--- config.mk ---
export PLATFORM = sky130hd
export DESIGN_NAME = xarb_rr_pkt_flat
export DESIGN_NICKNAME = d
export VERILOG_FILES = /design/src/rtl/xarb_rr_pkt_if.sv /design/src/rtl/xarb_rr_pkt.sv /design/src/flat_wrapper.sv
export SDC_FILE = /design/constraint.sdc
export NUM_CORES = 1
export LEC_CHECK = 0
export CORE_UTILIZATION = 29
export DETAILED_ROUTE_END_ITERATION = 16
export GPL_TIMING_DRIVEN = 0
export PLACE_DENSITY_LB_ADDON = 0.3
export SLEW_MARGIN = 0
export SYNTH_ARGS = -nofsm -noshare
export SYNTH_HDL_FRONTEND = slang
export SYNTH_SLANG_ARGS = --single-unit
--- constraint.sdc ---
create_clock -name clk -period 3.8 [get_ports clk]
set_input_delay 0.57 -clock clk [delete_from_list [all_inputs] [get_ports clk]]
set_output_delay 0.57 -clock clk [all_outputs]
set_load 0.03 [all_outputs]
--- src/rtl/xarb_rr_pkt_if.sv ---
// Packet arbiter bus: N request channels in, one shared channel out.
// The slave modport is the arbiter; the master modport drives it.
interface xarb_rr_pkt_if #(
  parameter int N  = 4,
  parameter int DW = 32
);
  logic [N-1:0]    in_valid;
  logic [N-1:0]    in_last;
  logic [N*DW-1:0] in_data;
  logic [N-1:0]    in_ready;
  logic            out_valid;
  logic            out_last;
  logic [DW-1:0]   out_data;
  logic            out_ready;

  modport slave (
    input  in_valid, in_last, in_data, out_ready,
    output in_ready, out_valid, out_last, out_data
  );

  modport master (
    output in_valid, in_last, in_data, out_ready,
    input  in_ready, out_valid, out_last, out_data
  );
endinterface

--- src/rtl/xarb_rr_pkt.sv ---
// Round-robin packet arbiter: grant is locked per packet,
// and one IDLE cycle separates consecutive packets.
module xarb_rr_pkt #(
  parameter int N  = 4,
  parameter int DW = 32
) (
  input  logic         clk,
  input  logic         rst_n,
  xarb_rr_pkt_if.slave bus,
  output logic [N-1:0] grant,
  output logic         busy
);

  typedef enum logic {
    IDLE,
    BUSY
  } state_t;

  localparam logic [N-1:0] PTR_RST = N'(1) << (N-1);

  state_t       state, state_n;
  logic [N-1:0] ptr, ptr_n;
  logic [N-1:0] grant_n;
  logic [N-1:0] hi_mask;
  logic [N-1:0] req_hi;
  logic [N-1:0] req;
  logic [N-1:0] win;

  // Prefer requesters above the last winner, else wrap to bit 0.
  always_comb begin
    hi_mask = ~((ptr << 1) - N'(1));
    req_hi  = bus.in_valid & hi_mask;
    req     = (|req_hi) ? req_hi : bus.in_valid;
    win     = req & (~req + N'(1));
  end

  always_ff @(posedge clk or negedge rst_n) begin
    if (!rst_n) begin
      state <= IDLE;
      grant <= '0;
      ptr   <= PTR_RST;
    end else begin
      state <= state_n;
      grant <= grant_n;
      ptr   <= ptr_n;
    end
  end

  always_comb begin
    state_n       = state;
    grant_n       = grant;
    ptr_n         = ptr;
    bus.in_ready  = '0;
    bus.out_valid = 1'b0;
    bus.out_last  = 1'b0;
    bus.out_data  = '0;
    busy          = 1'b0;
    unique case (state)
      IDLE: begin
        if (|bus.in_valid) begin
          grant_n = win;
          state_n = BUSY;
        end
      end
      BUSY: begin
        busy = 1'b1;
        for (int i = 0; i < N; i++) begin
          if (grant[i]) begin
            bus.out_valid   = bus.in_valid[i];
            bus.out_last    = bus.in_last[i];
            bus.out_data    = bus.in_data[i*DW +: DW];
            bus.in_ready[i] = bus.out_ready;
          end
        end
        if (bus.out_valid && bus.out_ready && bus.out_last) begin
          ptr_n   = grant;
          grant_n = '0;
          state_n = IDLE;
        end
      end
      default: state_n = IDLE;
    endcase
  end

endmodule

--- src/flat_wrapper.sv ---
// flat-port wrapper written by rule: the top's interface ports become plain ports
module xarb_rr_pkt_flat 
#(
  parameter int N  = 4,
  parameter int DW = 32
)
  (clk, rst_n, grant, busy, bus_in_valid, bus_in_last, bus_in_data, bus_out_ready, bus_in_ready, bus_out_valid, bus_out_last, bus_out_data);
  xarb_rr_pkt_if #(.N(N), .DW(DW)) bus_i ();
  input  logic clk;
  input  logic rst_n;
  output logic [N-1:0] grant;
  output logic busy;
  input wire logic [$bits(bus_i.in_valid)-1:0] bus_in_valid;
  input wire logic [$bits(bus_i.in_last)-1:0] bus_in_last;
  input wire logic [$bits(bus_i.in_data)-1:0] bus_in_data;
  input wire logic [$bits(bus_i.out_ready)-1:0] bus_out_ready;
  output wire logic [$bits(bus_i.in_ready)-1:0] bus_in_ready;
  output wire logic [$bits(bus_i.out_valid)-1:0] bus_out_valid;
  output wire logic [$bits(bus_i.out_last)-1:0] bus_out_last;
  output wire logic [$bits(bus_i.out_data)-1:0] bus_out_data;
  assign bus_i.in_valid = bus_in_valid;
  assign bus_i.in_last = bus_in_last;
  assign bus_i.in_data = bus_in_data;
  assign bus_i.out_ready = bus_out_ready;
  assign bus_in_ready = bus_i.in_ready;
  assign bus_out_valid = bus_i.out_valid;
  assign bus_out_last = bus_i.out_last;
  assign bus_out_data = bus_i.out_data;
  xarb_rr_pkt #(.N(N), .DW(DW)) u_core (.clk(clk), .rst_n(rst_n), .bus(bus_i), .grant(grant), .busy(busy));
endmodule
==> results.py, run 1 <==
metrics = {
    "route": {
        "routed_wl_um": 7970,
        "drt_iter0_markers": 133,
        "drtPass1Iterations": 4,
        "route.detailed.drc": 0,
        "vias": 2500,
        "routedWlPerCell_um": 17.10,
        "ant_nets": 0,
        "via_per_inst": 5.365,
    },
    "logic_synthesis": {
        "syn_nets": 352,
        "syn_avg_cell_area_um2": 7.230,
        "yosys_warnings": 0,
        "synth-seq-area-share": 0.1306,
        "netlist_area_mm2": 0.001533,
        "synth-seq-cells": 8,
        "synthCells": 212,
        "ys_types": 37,
    },
    "floorplanning": {
        "rows": 26,
        "die_w_um": 74.70,
        "io_pins": 182,
        "initial_core_util": 0.3001,
        "die_height_um": 74.70,
        "coreArea_mm2": 0.005107,
        "dieArea_mm2": 0.005580,
    },
    "cts": {
        "cts_inserted_buffers": 3,
        "cts_hold_buffers": 0,
        "post-cts-setup-buffers": 0,
        "clockRootBuffer": "clkbuf_8",
        "cts-htree-levels": 1,
        "insertion_delay_ns": 0.24,
        "cts.repair.resized": 0,
        "cts_sinks": 8,
        "clockBufferDepth": 2,
        "path_clk_slew_ns": 0.04,
        "cts_tree": "yes",
    },
    "min_path": {
        "min_path_cells": 1,
        "hp-class": "reg2reg",
    },
    "setup_path": {
        "critPathKind": "reg2out",
        "arrival_ns": 2.50,
        "setup.worst_path.start_class": "flop",
        "worstPathRequired_ns": 3.23,
        "critPathTopFamily": "buffers and inverters",
        "cp_cell_sequence": "buf_2 -> nor2b_1 -> buf_2 -> a221oi_1 -> a21oi_1 -> a22o_1 -> clkdlybuf4s50_1",
        "end_kind": "primary output",
        "path_depth": 7,
        "crit_fanout": 10,
        "critical_path.max_stage_delay_ns": 0.67,
        "rrSetupSlack_ns": 2.02,
        "rr_worst_depth": 6,
        "critPathMostFrequentCell": "buf_2",
        "critical-path-slowest-cell": "clkdlybuf4s50_1",
        "cp.buffers_inverters": 3,
    },
    "sta": {
        "fin_worst_skew_ns": 0.002347,
        "min_period_ns": 3.069,
        "slew_violations": 0,
        "tns_ns": 0,
        "period_share": 0.8076,
        "holdWs_ns": 0.4911,
        "rsz0062_at_grt": "false",
        "setup_viol": 0,
        "hold_viol_final": 0,
        "fmax_ghz": 0.3259,
        "relSlewSlack": 0.6243,
        "tightest_slew_ns": 0.5635,
    },
    "global_route": {
        "overflow": 0,
        "grtUsageMet2": 0.4705,
        "grt_use_met3": 0.06292,
        "grt_max_degree": 11,
        "grt-busiest-layer": "met2",
        "grt_use_total": 0.2631,
        "grt_pass1_wl_um": 11330,
        "antenna_found_initial": 0,
        "use_met1": 0.3063,
        "grt_pass1_vias": 2343,
    },
    "cells_and_area": {
        "antenna_cells": 0,
        "mostFrequentLayoutCells": "clkdlybuf4s50_1, inv_1, a21oi_1",
        "nets": 538,
        "drive_above_1_share": 0.04040,
        "nFillCells": 462,
        "layout_commonest_cell": "clkdlybuf4s50_1",
        "syn2layout_area_growth_pct": 126.6,
    },
    "power_and_ir_drop": {
        "p_leak_uw": 0.001443,
        "powerDensity_mw_per_mm2": 689.4,
        "peakVddDrop_mv": 0.5848,
    },
    "placed_design": {
        "gp_congestion": 0.9136,
        "hpwl_um": 6431,
        "io_buffers": 181,
    },
    "job": {
        "cap_violations": 0,
    },
    "outcome": {
        "run_status": "complete, no violations",
    },
}
[cell usage after synthesis]
| master | count | share of area |
|---|---|---|
| nand3b_1 | 2 | 0.0098 |
| and3_1 | 4 | 0.016 |
| nand2b_1 | 2 | 0.0082 |
| a22oi_1 | 1 | 0.0049 |
| nor3b_1 | 2 | 0.0098 |
| xnor2_1 | 1 | 0.0057 |
| a22o_1 | 31 | 0.18 |
| a211oi_2 | 2 | 0.016 |
| o21ai_0 | 1 | 0.0033 |
| a211oi_1 | 2 | 0.0098 |
| a21boi_0 | 1 | 0.0049 |
| clkbuf_1 | 16 | 0.039 |
| a41oi_2 | 1 | 0.011 |
| buf_2 | 5 | 0.016 |
| buf_6 | 2 | 0.015 |
| a21o_1 | 1 | 0.0049 |
| nand4_2 | 1 | 0.0082 |
| a21oi_1 | 33 | 0.11 |
| a32o_1 | 3 | 0.020 |
| o211ai_1 | 1 | 0.0049 |
| a221oi_1 | 31 | 0.18 |
| nand2_1 | 5 | 0.012 |
| or4_1 | 1 | 0.0049 |
| nand3_1 | 1 | 0.0033 |
| buf_1 | 2 | 0.0049 |
| o22ai_1 | 1 | 0.0041 |
| nor2_1 | 1 | 0.0024 |
| mux2_1 | 3 | 0.022 |
| nor2b_1 | 4 | 0.016 |
| and2_1 | 3 | 0.012 |
| inv_1 | 35 | 0.086 |
| o21a_1 | 1 | 0.0049 |
| nor2b_4 | 1 | 0.0090 |
| ha_1 | 1 | 0.0082 |
| dfrtp_1 | 8 | 0.13 |
| o2bb2ai_1 | 1 | 0.0057 |
| or2_2 | 1 | 0.0041 |
[worst reg2reg max path, stage by stage (launching register included)]
cell      delay (ns)
dfrtp_1         0.41
inv_1           0.07
ha_1            0.20
xnor2_1         0.34
a22oi_1         0.18
a21boi_0        0.29
a32o_1          0.21
[area by class of cell]
| cell class | instances | area [um^2] | share of cell area |
|---|---|---|---|
| buffer | 25 | 115.1 | 0.03314 |
| clock buffer | 3 | 41.29 | 0.01189 |
| multi-input combinational | 144 | 1086 | 0.3127 |
| inverter | 35 | 131.4 | 0.03782 |
| tap | 70 | 87.58 | 0.02522 |
| sequential | 8 | 200.2 | 0.05764 |
| timing repair buffer | 181 | 1812 | 0.5216 |
[per-layer routing]
layer  vias to the layer above  share of wire
met3                        17           0.10
met2                       137           0.50
met5                         -              0
met1                      1160           0.38
met4                         0          0.025
li1                       1186              -
[path summary, 6_finish.rpt]
path                                 startpoint               to
min in group asynchronous                 rst_n  u_core.grant[0]
worst min-delay path              u_core.ptr[1]    u_core.ptr[1]
max in group asynchronous                 rst_n    u_core.ptr[0]
worst max-delay path            u_core.grant[1]  bus_out_data[9]
worst min register to register    u_core.ptr[1]    u_core.ptr[1]
worst max register to register    u_core.ptr[0]  u_core.grant[2]
[flip-flops by register name, indices dropped and copies added, names as in the netlist]
signal	cells
u_core.grant	4
u_core.state	1
u_core.ptr	3
[cell families (layout without fill, tap and decap cells)]
logic type / Yosys count / after routing / synth area share
flops: 8 / 8 / 0.1306
mux: 3 / 3 / 0.02204
buf+inv: 60 / 244 / 0.1608
simple gates: 28 / 28 / 0.1167
compound gates: 111 / 111 / 0.5559
fa+ha+maj: 1 / 1 / 0.008162
xor+xnor: 1 / 1 / 0.005715
[power breakdown]
part / leakage, uW / internal [uW] / switching (uW)
sequential: 0.000103 / 112 / 35.5
combinational: 0.00132 / 971 / 1170
clock: 0.0000216 / 68.9 / 37.4
total: 0.00144 / 1150 / 1240
[stage by stage]
| stage | setup WS (ns) | util | instances | power, uW | area, um^2 |
|---|---|---|---|---|---|
| 2_1_floorplan | 1.602 | - | 212 | 1454 | 1533 |
| 3_3_place_gp | 0.7588 | 0.6720 | 463 | 2266 | 3432 |
| 3_5_place_dp | 0.7630 | 0.6720 | 463 | 2282 | 3432 |
| 4_1_cts | 0.7411 | 0.6801 | 466 | 2397 | 3473 |
| 5_1_grt | 0.5510 | 0.6801 | 466 | 2542 | 3473 |
| 6_report | 0.7313 | 0.6801 | 466 | 2395 | 3473 |
(Power assumes the default switching activity.)
==> inputs of run 2 (changes only) <==
- CORE_UTILIZATION: 29 -> 25
- clock period: 3.8 -> 2.7 ns (I/O delays scaled with it)
==> run 2 against run 1 <==
  * Largest power group unchanged
  * Clock skew decreased by 0.0017 ns
  * Power increased by 32%
  * Hold slack got worse by 0.035 ns
  * Sequential share of layout area is 0.052 points higher
  * Die area rose by 16%
  * Largest cell class unchanged
  * Wire length is 2.4% lower
  * Via count fell by 2.1%
==> results.py, run 2 (synthesized netlist as in run 1, its figures left out) <==
metrics = {
    "power_and_ir_drop": {
        "power_switching_uw": 1752,
        "power_uw": 3165,
        "p_clk_frac": 0.046,
        "peakVddDrop_mv": 0.6758,
        "p_int_uw": 1414,
        "combPwrFrac": 0.888,
        "seqPwrFrac": 0.066,
        "powerDensity_mw_per_mm2": 919.5,
        "p_leak_uw": 0.001565,
        "switching_share": 0.5534,
    },
    "placed_design": {
        "post-place-ws_ns": 0.005028,
        "io_buffers": 181,
        "gp_congestion": 0.8188,
        "dp_cells": 468,
        "hpwl_um": 6059,
    },
    "cells_and_area": {
        "layout_commonest_cell": "clkdlybuf4s50_1",
        "syn2layout_area_growth_pct": 124.6,
        "multi_input_area_mm2": 0.001086,
        "nets": 538,
        "regMostFlops": "u_core.grant",
        "drive_above_1_share": 0.08333,
        "nFillCells": 562,
        "fin_cells": 471,
        "top_regs": "u_core.grant (4), u_core.ptr (3), u_core.state (1)",
        "seq_area_um2": 200.2,
        "largest_reg_flops": 4,
        "antenna_cells": 0,
        "mostFrequentLayoutCells": "clkdlybuf4s50_1, inv_1, a21oi_1",
    },
    "job": {
        "cap_violations": 0,
    },
    "sta": {
        "period_share": 0.9691,
        "holdWs_ns": 0.4556,
        "setup_viol": 0,
        "min_period_ns": 2.617,
        "tightest_slew_ns": 0.5149,
        "relSlewSlack": 0.6567,
        "slew_violations": 0,
        "hold_viol_final": 0,
        "fmax_ghz": 0.3822,
        "tns_ns": 0,
        "fin_worst_skew_ns": 0.0006056,
        "fin_ws_ns": 0.08336,
    },
    "setup_path": {
        "worstPathRequired_ns": 2.30,
        "arrival_ns": 2.21,
        "critical_path.max_stage_delay_ns": 0.43,
        "crit_fanout": 10,
        "end_kind": "primary output",
        "critPathMostFrequentCell": "clkbuf_4",
        "critPathKind": "reg2out",
        "critical-path-slowest-cell": "dfrtp_1",
        "setup.worst_path.start_class": "flop",
        "cp_cell_sequence": "clkbuf_4 -> nor2b_1 -> clkbuf_4 -> a221oi_1 -> a21oi_1 -> a22o_1 -> dlygate4sd2_1",
    },
    "route": {
        "ant_nets": 0,
        "routed_wl_um": 7779,
        "vias": 2447,
        "routedWlPerCell_um": 16.52,
        "via_per_inst": 5.195,
        "drt_iter0_markers": 94,
        "drtPass1Iterations": 4,
        "route.detailed.drc": 0,
    },
    "floorplanning": {
        "rows": 28,
        "io_pins": 182,
        "initial_core_util": 0.2589,
        "dieArea_mm2": 0.006448,
        "coreArea_mm2": 0.005921,
        "die_height_um": 80.30,
        "die_w_um": 80.30,
    },
    "global_route": {
        "grt_use_total": 0.2202,
        "antenna_found_initial": 0,
        "grt_max_degree": 11,
        "grt_pass1_vias": 2214,
        "overflow": 0,
        "grt_pass1_wl_um": 11100,
    },
    "cts": {
        "cts_sinks": 8,
        "path_clk_slew_ns": 0.04,
        "cts_tree": "yes",
        "cts_inserted_buffers": 3,
        "clockBufferDepth": 2,
        "insertion_delay_ns": 0.23,
        "cts-htree-levels": 1,
        "clockRootBuffer": "clkbuf_8",
    },
    "min_path": {
        "hp-class": "in2async",
    },
    "outcome": {
        "run_status": "complete, no violations",
    },
}
==> run 2: what timing repair did <==
item                                    CTS  global route
setup buffers                             0             0
endpoints found under the setup margin   33            26
hold buffers                              0             0
gates resized for setup                  36            38
pin swaps                                 0             0
==> run 2: stage by stage <==
stage	util	instance area, um^2
after floorplan	-	1533
after global placement	0.5807	3438
after detailed placement	0.5807	3438
after CTS	0.5826	3450
after global routing	0.5814	3442
final	0.5814	3442
==> run 2: metal layers <==
layer | routed length [um] | GRT usage | vias up
li1 | - | - | 1190
met1 | 3128 | 0.2667 | 1129
met2 | 3832 | 0.3897 | 115
met3 | 673 | 0.04773 | 13
met4 | 144 | 0.05714 | 0
met5 | 0 | 0 | -
==> run 2: worst max-delay path: cells and delay by family (launching register included) <==
kind	cells	cell delay (ns)
AO/OA/AOI/OAI	3	0.40
buffers and inverters	3	0.90
AND/OR/NAND/NOR	1	0.26
flip-flops	1	0.43
==> run 2: power by group through the flow <==
| stage | clock network, uW | logic, uW | registers [uW] |
|---|---|---|---|
| global placement | 0 | 3010 | 211 |
| floorplan | 0 | 1810 | 239 |
| detailed placement | 0 | 3020 | 212 |
| global route | 163 | 3000 | 218 |
| CTS | 150 | 2820 | 210 |
| finish | 147 | 2810 | 209 |
==> run 2: area by class of cell <==
type,count,share of cell area
Clock buffer,3,0.01200
Timing Repair Buffer,181,0.5100
Multi-Input combinational cell,144,0.3155
Tap cell,75,0.02726
Sequential cell,8,0.05816
Buffer,25,0.03889
Inverter,35,0.03817
==> run 2: path summary, 6_finish.rpt <==
kind                                  from              end  slack (ns)  depth (start not counted)
max                        u_core.grant[1]  bus_out_data[5]        0.08                          7
min                                  rst_n  u_core.grant[1]        0.46                          1
max reg2reg                  u_core.ptr[0]  u_core.grant[3]        0.92                          6
min reg2reg                  u_core.ptr[1]    u_core.ptr[1]        0.49                          1
max in group asynchronous            rst_n    u_core.ptr[1]        1.98                          1
min in group clk             u_core.ptr[1]    u_core.ptr[1]        0.49                          1
